===== config.mk =====
export PLATFORM = sky130hd
export DESIGN_NAME = coin_dispatcher
export DESIGN_NICKNAME = d
export VERILOG_FILES = /design/src/rtl/coin_dispatcher.sv
export SDC_FILE = /design/constraint.sdc
export NUM_CORES = 1
export LEC_CHECK = 0
export CAP_MARGIN = 30
export CORE_ASPECT_RATIO = 0.6
export CORE_UTILIZATION = 45
export DETAILED_ROUTE_END_ITERATION = 10
export GPL_ROUTABILITY_DRIVEN = 1
export GPL_TIMING_DRIVEN = 0
export PLACE_DENSITY_LB_ADDON = 0.2
export SLEW_MARGIN = 5
export SYNTH_ARGS = -nofsm -noshare
export SYNTH_HDL_FRONTEND = slang
export SYNTH_SLANG_ARGS = --single-unit

===== constraint.sdc =====
create_clock -name i_clk -period 3.7 [get_ports i_clk]
set_input_delay 0.925 -clock i_clk [delete_from_list [all_inputs] [get_ports i_clk]]
set_output_delay 0.925 -clock i_clk [all_outputs]
set_load 0.1 [all_outputs]

===== src/rtl/coin_dispatcher.sv =====
// coin_dispatcher: vsync-paced coin lane selector with collect/miss scoring.
// Defining COIN_STREAK_EN adds the o_streak port and the streak score bonus.
module coin_dispatcher #(
  parameter int unsigned COOLDOWN_FRAMES = 30,
  parameter int unsigned MISS_TIMEOUT    = 240,
  parameter logic [15:0] LFSR_SEED       = 16'hACE1,
  parameter int unsigned SCORE_W         = 16
) (
  input  logic               i_clk,
  input  logic               i_rst,
  input  logic               i_v_sync,
  input  logic               i_enable,
  input  logic               i_sprite_hit,
  input  logic               i_in_position,
  output logic [2:0]         o_active,
  output logic [SCORE_W-1:0] o_score,
  output logic               o_collect_pulse,
  output logic               o_miss_pulse
`ifdef COIN_STREAK_EN
  ,
  output logic [2:0]         o_streak
`endif
);

  localparam int unsigned CNT_MAX = (COOLDOWN_FRAMES > MISS_TIMEOUT) ? COOLDOWN_FRAMES : MISS_TIMEOUT;
  localparam int unsigned CNT_W   = $clog2(CNT_MAX + 1);
  localparam logic [CNT_W-1:0] CD_LAST = CNT_W'(COOLDOWN_FRAMES - 1);
  localparam logic [CNT_W-1:0] MT_LAST = CNT_W'(MISS_TIMEOUT - 1);

  typedef enum logic [2:0] {
    S_IDLE     = 3'd0,
    S_COOLDOWN = 3'd1,
    S_SPAWN    = 3'd2,
    S_ACTIVE   = 3'd3,
    S_ARMED    = 3'd4,
    S_COLLECT  = 3'd5,
    S_MISS     = 3'd6
  } state_e;

  // Fibonacci LFSR, taps 16,14,13,11
  function automatic logic [15:0] lfsr_next(input logic [15:0] v);
    return {v[14:0], v[15] ^ v[13] ^ v[12] ^ v[10]};
  endfunction

  state_e             state_q, state_d;
  logic [15:0]        lfsr_q;
  logic               vs_q;
  logic [CNT_W-1:0]   cnt_q, cnt_d;
  logic [1:0]         lane_q, lane_d;
  logic [SCORE_W-1:0] score_q, score_d;
  logic [2:0]         active_q, active_d;
  logic               collect_q, collect_d;
  logic               miss_q, miss_d;
  logic [SCORE_W:0]   gain_s;
  logic [SCORE_W:0]   sum_s;
  logic               tick_s;
  logic               hit_s;
`ifdef COIN_STREAK_EN
  logic [2:0]         streak_q, streak_d;
`endif

  assign tick_s = i_v_sync & ~vs_q;
  assign hit_s  = i_in_position & i_sprite_hit;

  // Next-state, counter, score and registered-output selection
  always_comb begin
    state_d = state_q;
    cnt_d   = cnt_q;
    lane_d  = lane_q;
    score_d = score_q;
    gain_s  = (SCORE_W+1)'(1);
`ifdef COIN_STREAK_EN
    streak_d = streak_q;
    if (streak_q >= 3'd3) begin
      gain_s = (SCORE_W+1)'(2);
    end else begin
      gain_s = (SCORE_W+1)'(1);
    end
`endif
    sum_s = {1'b0, score_q} + gain_s;

    if (!i_enable) begin
      state_d = S_IDLE;
    end else begin
      case (state_q)
        S_IDLE: begin
          state_d = S_COOLDOWN;
          cnt_d   = '0;
        end
        S_COOLDOWN: begin
          if (tick_s && (cnt_q == CD_LAST)) begin
            state_d = S_SPAWN;
          end else if (tick_s) begin
            cnt_d = cnt_q + CNT_W'(1);
          end else begin
            cnt_d = cnt_q;
          end
        end
        S_SPAWN: begin
          // A zero roll has no lane meaning; wait for the LFSR to move on
          if (lfsr_q[1:0] != 2'd0) begin
            lane_d  = lfsr_q[1:0];
            cnt_d   = '0;
            state_d = S_ACTIVE;
          end else begin
            state_d = S_SPAWN;
          end
        end
        S_ACTIVE: begin
          if (hit_s) begin
            state_d = S_COLLECT;
          end else if (i_in_position) begin
            state_d = S_ARMED;
          end else if (tick_s && (cnt_q == MT_LAST)) begin
            state_d = S_MISS;
          end else if (tick_s) begin
            cnt_d = cnt_q + CNT_W'(1);
          end else begin
            cnt_d = cnt_q;
          end
        end
        S_ARMED: begin
          if (hit_s) begin
            state_d = S_COLLECT;
          end else if (!i_in_position) begin
            state_d = S_MISS;
          end else begin
            state_d = S_ARMED;
          end
        end
        S_COLLECT, S_MISS: begin
          state_d = S_COOLDOWN;
          cnt_d   = '0;
        end
        default: begin
          state_d = S_IDLE;
          cnt_d   = '0;
        end
      endcase
    end

    // Score and streak only move on the edge that enters COLLECT/MISS
    if (state_d == S_COLLECT) begin
      score_d = sum_s[SCORE_W] ? {SCORE_W{1'b1}} : sum_s[SCORE_W-1:0];
`ifdef COIN_STREAK_EN
      streak_d = (streak_q == 3'd7) ? 3'd7 : streak_q + 3'd1;
`endif
    end else if (state_d == S_MISS) begin
      score_d = score_q;
`ifdef COIN_STREAK_EN
      streak_d = 3'd0;
`endif
    end else begin
      score_d = score_q;
    end

    active_d  = ((state_d == S_ACTIVE) || (state_d == S_ARMED)) ? {1'b0, lane_d} : 3'd0;
    collect_d = (state_d == S_COLLECT);
    miss_d    = (state_d == S_MISS);
  end

  // State, LFSR and output registers
  always_ff @(posedge i_clk or posedge i_rst) begin
    if (i_rst) begin
      state_q   <= S_IDLE;
      lfsr_q    <= LFSR_SEED;
      vs_q      <= 1'b0;
      cnt_q     <= '0;
      lane_q    <= 2'd0;
      score_q   <= '0;
      active_q  <= 3'd0;
      collect_q <= 1'b0;
      miss_q    <= 1'b0;
`ifdef COIN_STREAK_EN
      streak_q  <= 3'd0;
`endif
    end else begin
      state_q   <= state_d;
      lfsr_q    <= lfsr_next(lfsr_q);
      vs_q      <= i_v_sync;
      cnt_q     <= cnt_d;
      lane_q    <= lane_d;
      score_q   <= score_d;
      active_q  <= active_d;
      collect_q <= collect_d;
      miss_q    <= miss_d;
`ifdef COIN_STREAK_EN
      streak_q  <= streak_d;
`endif
    end
  end

  assign o_active        = active_q;
  assign o_score         = score_q;
  assign o_collect_pulse = collect_q;
  assign o_miss_pulse    = miss_q;
`ifdef COIN_STREAK_EN
  assign o_streak        = streak_q;
`endif

endmodule


After elaboration in Yosys (flattened, before gate mapping)
Cells that the tools add are included.
{ "totals": {"ff_bits": 50, "inputBits": 6, "output_inout_bits": 21} }
{ "op_classes": {"add_sub_neg": 2, "n_eq_ne": 17, "muxes": 21, "bitwise_logic": 7, "n_reduce_logical": 7} }
{ "op_table": {"columns": ["cell", "count"], "rows": [
  ["$mux 8", 6],
  ["$pmux 8 s4", 1],
  ["$eq 3x3->1 const B", 6],
  ["$add 16x1->17 const B", 1],
  ["$mux 16", 1],
  ["$mux 3", 5],
  ["$pmux 3 s5", 1],
  ["$mux 2", 6],
  ["$ne 2x2->1 const B", 5],
  ["$eq 3x2->1 const B", 3],
  ["$add 8x1->8 const B", 1],
  ["$eq 8x5->1 const B", 1],
  ["$eq 8x8->1 const B", 1],
  ["$reduce_and 7->1", 1],
  ["$eq 3x1->1 const B", 1],
  ["$logic_not 3->1", 1],
  ["$reduce_or 3->1", 1],
  ["$xor 1x1->1", 3],
  ["$and 1x1->1", 2],
  ["$logic_and 1x1->1", 2],
  ["$not 1->1", 2],
  ["$reduce_bool 2->1", 1],
  ["$logic_or 1x1->1", 1],
  ["$mux 1", 1]
]} }

Depth between registers and ports, before layout
Gate-level depths: netlist of the first run.
{ "logic_depth": {"ltp_word": 11, "ltp_mapped": 9, "mapped_depth_nobuf": 8} }

Least setup slack after synthesis of the first run
Ideal clock, no wire load.
{ "synth_timing": {"kind": "register -> register", "from": "register score_q[1] (netlist: o_score[1])", "to": "register score_q[3] (netlist: o_score[3])", "setup_time_ns": 0.069, "arrival_time_ns": 2.414, "required_time_ns": 3.631, "slack_ns": 1.217, "stages_incl_launch_ff": 8, "n_path_buf": 1, "period_less_slack_ns": 2.483, "cell_sequence": "dfrtp_1 -> ha_1 -> nand4_1 -> nor2_1 -> nand4_1 -> clkbuf_1 -> nand2_1 -> mux2_4"} }
{ "synth_via": {"elab_chain_cells": 2} }
{ "synth_rtl": {"columns": ["element", "line_no", "rtl"], "rows": [
  ["start: declaration", "50", "logic [SCORE_W-1:0] score_q, score_d;"],
  ["start signal: assignment", "183", "score_q <= score_d;"],
  ["$add 16x1->17", "80", "sum_s = {1'b0, score_q} + gain_s;"],
  ["$mux 16", "144", "score_d = sum_s[SCORE_W] ? {SCORE_W{1'b1}} : sum_s[SCORE_W-1:0];"]
]} }
Every way passes these cells.
A chain may end at the register's enable or synchronous reset.

Worst setup path after layout of the first run
{ "layout_timing": {"from": "register score_q[8] (netlist: o_score[8])", "to": "output port o_score[8]"} }
{ "layout_lines": {"columns": ["element", "line_no", "rtl"], "rows": [
  ["end: declaration", "16", "output logic [SCORE_W-1:0] o_score,"]
]} }
No word-level cell between the ends.

==> results of run 1 <==
## routing by layer
layer	track usage	share of wire
met5	0	0
met3	0.0475	0.072
met1	0.325	0.53
met2	0.251	0.39
met4	0.0512	0.0037
## cells in the mapped netlist, types with 4 or more instances
cell type,number
o21ai_0,8
a21oi_1,6
nor2_1,13
inv_1,10
and3_1,5
dfrtp_1,42
mux2_2,5
nand4_1,7
a31oi_1,9
dfstp_2,8
nand3_1,17
buf_2,5
nand2_1,27
nor3_1,4
and2_1,5
## kinds of logic (layout without fill, tap and decap cells)
group           count (synthesis)  after routing
compound gates                 43             43
other cells                     1              1
flops                          50             50
buf+inv                        18             52
mux                            13             13
xor+xnor                        3              3
simple gates                   97             97
fa+ha+maj                       3              3
## power by group through the flow
stage / Combinational (mW) / Clock, mW / Sequential, mW
floorplan: 0.0404 / 0 / 0.575
global placement: 0.0565 / 0 / 0.578
detailed placement: 0.0602 / 0 / 0.578
CTS: 0.0603 / 0.412 / 0.568
global route: 0.0676 / 0.431 / 0.570
finish: 0.0593 / 0.405 / 0.568
## through the flow
| step | setup WS [ps] | instance area, sq um |
|---|---|---|
| 3_5_place_dp | 504 | 2780 |
| 3_3_place_gp | 507 | 2760 |
| 6_report | 819 | 2900 |
| 4_1_cts | 814 | 2900 |
| 2_1_floorplan | 1220 | 2420 |
| 5_1_grt | 732 | 2900 |
## registers in the layout, indices dropped and copies added, names as in the netlist
register / count
cnt_q: 8
lane_q: 2
lfsr_q: 16
o_active: 2
o_collect_pulse: 1
o_miss_pulse: 1
o_score: 16
state_q: 3
vs_q: 1
## worst max-delay path by stage
stage,from,end,cells past startpoint
finish,o_score[8],o_score[8],1
CTS,o_score[8],o_score[8],1
detailed placement,i_v_sync,o_score[0],8
global placement,i_v_sync,o_score[3],8
global route,i_v_sync,o_score[0],8
floorplan,o_score[1],o_score[3],7
## area by class of cell
type,count,area share
sequential,50,0.436
multi-input combinational,160,0.373
timing repair buffer,26,0.0933
tap,66,0.0285
clock buffer,5,0.0238
clock inverter,3,0.0169
buffer,8,0.0164
inverter,10,0.0130
==> flow_summary.ini, run 1 <==
[route]
post-route-drc-count = 0
drt_iter0_drc = 113
avgViaCountPerCell = 5.63
ant_nets = 0
wl_per_cell_microns = 15.8
drt_wl_total_microns = 5200
dr.pass1.iters = 4
vias = 1848

[finish]
drive_gt1_frac = 0.164
final_util = 0.564
area_growth_pct = 19.4
multi_input_area_sq_um = 1080
final-seq-area_sq_um = 1260
layout.cells.non_filler = 328
diodes = 0
layout_commonest_cell = dfrtp_1
final_cell_mix = dfrtp_1 (42), nand2_1 (27), clkdlybuf4s50_1 (25)
fillers = 452
finalNetCount = 270

[sta]
clock_skew_ps = 10.2
finalSetupViolCount = 0
worstMarginPinSlew_ps = 981
fin_hold_ws_ps = 357
finalCritPeriodShare = 0.779
finalCriticalPeriod_ps = 2880
fmax_mhz = 347
slew_headroom = 0.344
tns_ps = 0
finalMaxSlewViolations = 0
final-hold-violation-count = 0
rsz0062_at_grt = no

[power_and_ir_drop]
intPower_mw = 0.783
sw_frac_of_total = 0.241
leakage_nw = 1.30
ir_drop_uv = 182
power_density_nw_per_um2 = 356
pwr-share-seq = 0.550
pwr-share-clk = 0.392
p_comb_frac = 0.057
p_total_mw = 1.03
p_sw_mw = 0.248

[floorplanning]
start_util = 0.473
core_sq_um = 5130
io_pins = 27
die-height_microns = 58.9
die-area_sq_um = 5700
placementRows = 20
die_w_microns = 96.8

[critical_path]
cp_slowest_stage_delay_ps = 1180
crit_family = buffers and inverters
start_kind = flip-flop
crit_type = flip-flop to output pin
reg2reg_depth = 9
crit_fanout = 7
r2r-end = o_score[6]
slowest_stage = clkdlybuf4s50_1
required_ps = 2770
cp_cell_sequence = clkdlybuf4s50_1
crit_arrival_ps = 1960
r2r-start = cnt_q[1]
critPathBufInv = 1
ff2ff_setup_slack_ps = 1210
crit_path_end_kind = output pin

[yosys]
synthesis.nets = 237
yosysWarnings = 0
synth_top_family_by_area = simple AND/OR/NAND/NOR gates
synth_area_sq_um = 2420
synthAdderAreaFrac = 0.0155
yosysSeqAreaShare = 0.520
synth.avg_cell_area_sq_um = 10.6
synth_top_area_cell = dfrtp_1
synth_top_area_share = 0.433
muxShareOfSynthArea = 0.0619
synth_ff_type = dfrtp_1
yosys.area_share.simple = 0.220
async_flop_share = 1.00
synth_edf_count = 0
ys_ff_latch = 50
syn-instance-count = 228
synth_compound_area_frac = 0.135
synth_area_leaders = dfrtp_1 (43%), dfstp_2 (8.7%), nand2_1 (4.2%)
yosysUniqueCellTypes = 53
synthXorXnorAreaFrac = 0.0108

[clock_network]
cts_buffers = 5
cts_tree = done
insertion_delay_ps = 310
clkTransAtPathRegs_ps = 100
ctsRootBufferMaster = clkbuf_8
cts_hold_buf = 0
clkSinkCount = 50
post_cts_buffers = 0
htree_num_levels = 2
ctsResizeCount = 0
clk_path_buf_depth = 2

[place]
gp_congestion = 0.801
portBuffers = 25
hpwl_microns = 3740
dp.cells = 320

[min_path]
hp-start = lfsr_q[8]
holdPathStages = 0
hp-class = flip-flop to flip-flop
hold-path-endpoint = lfsr_q[9]

[grt]
grt_pass1_vias = 1649
antenna_found_initial = 0
grt_start_max_net_pins = 36
grt_overflow = 0
grt_pass1_wl_microns = 8710
grtUsageTotal = 0.198

[run]
cap_violations = 0

[outcome]
status = finished clean
(Power assumes the default switching activity.)
==> run 2: changes to the inputs <==
Clock period 3.7 ns to 2.9 ns, I/O delays scaled along.
==> results of run 2 <==
The final DEF is identical to that of run 1. Status: finished clean.
Among the figures that moved: setup slack after placement 504 ps -> -95.5 ps; setup slack after layout 819 ps -> 219 ps; register-to-register setup slack 1210 ps -> 410 ps; total power 1.03 mW -> 1.32 mW; worst IR drop on VDD 182 uV -> 233 uV
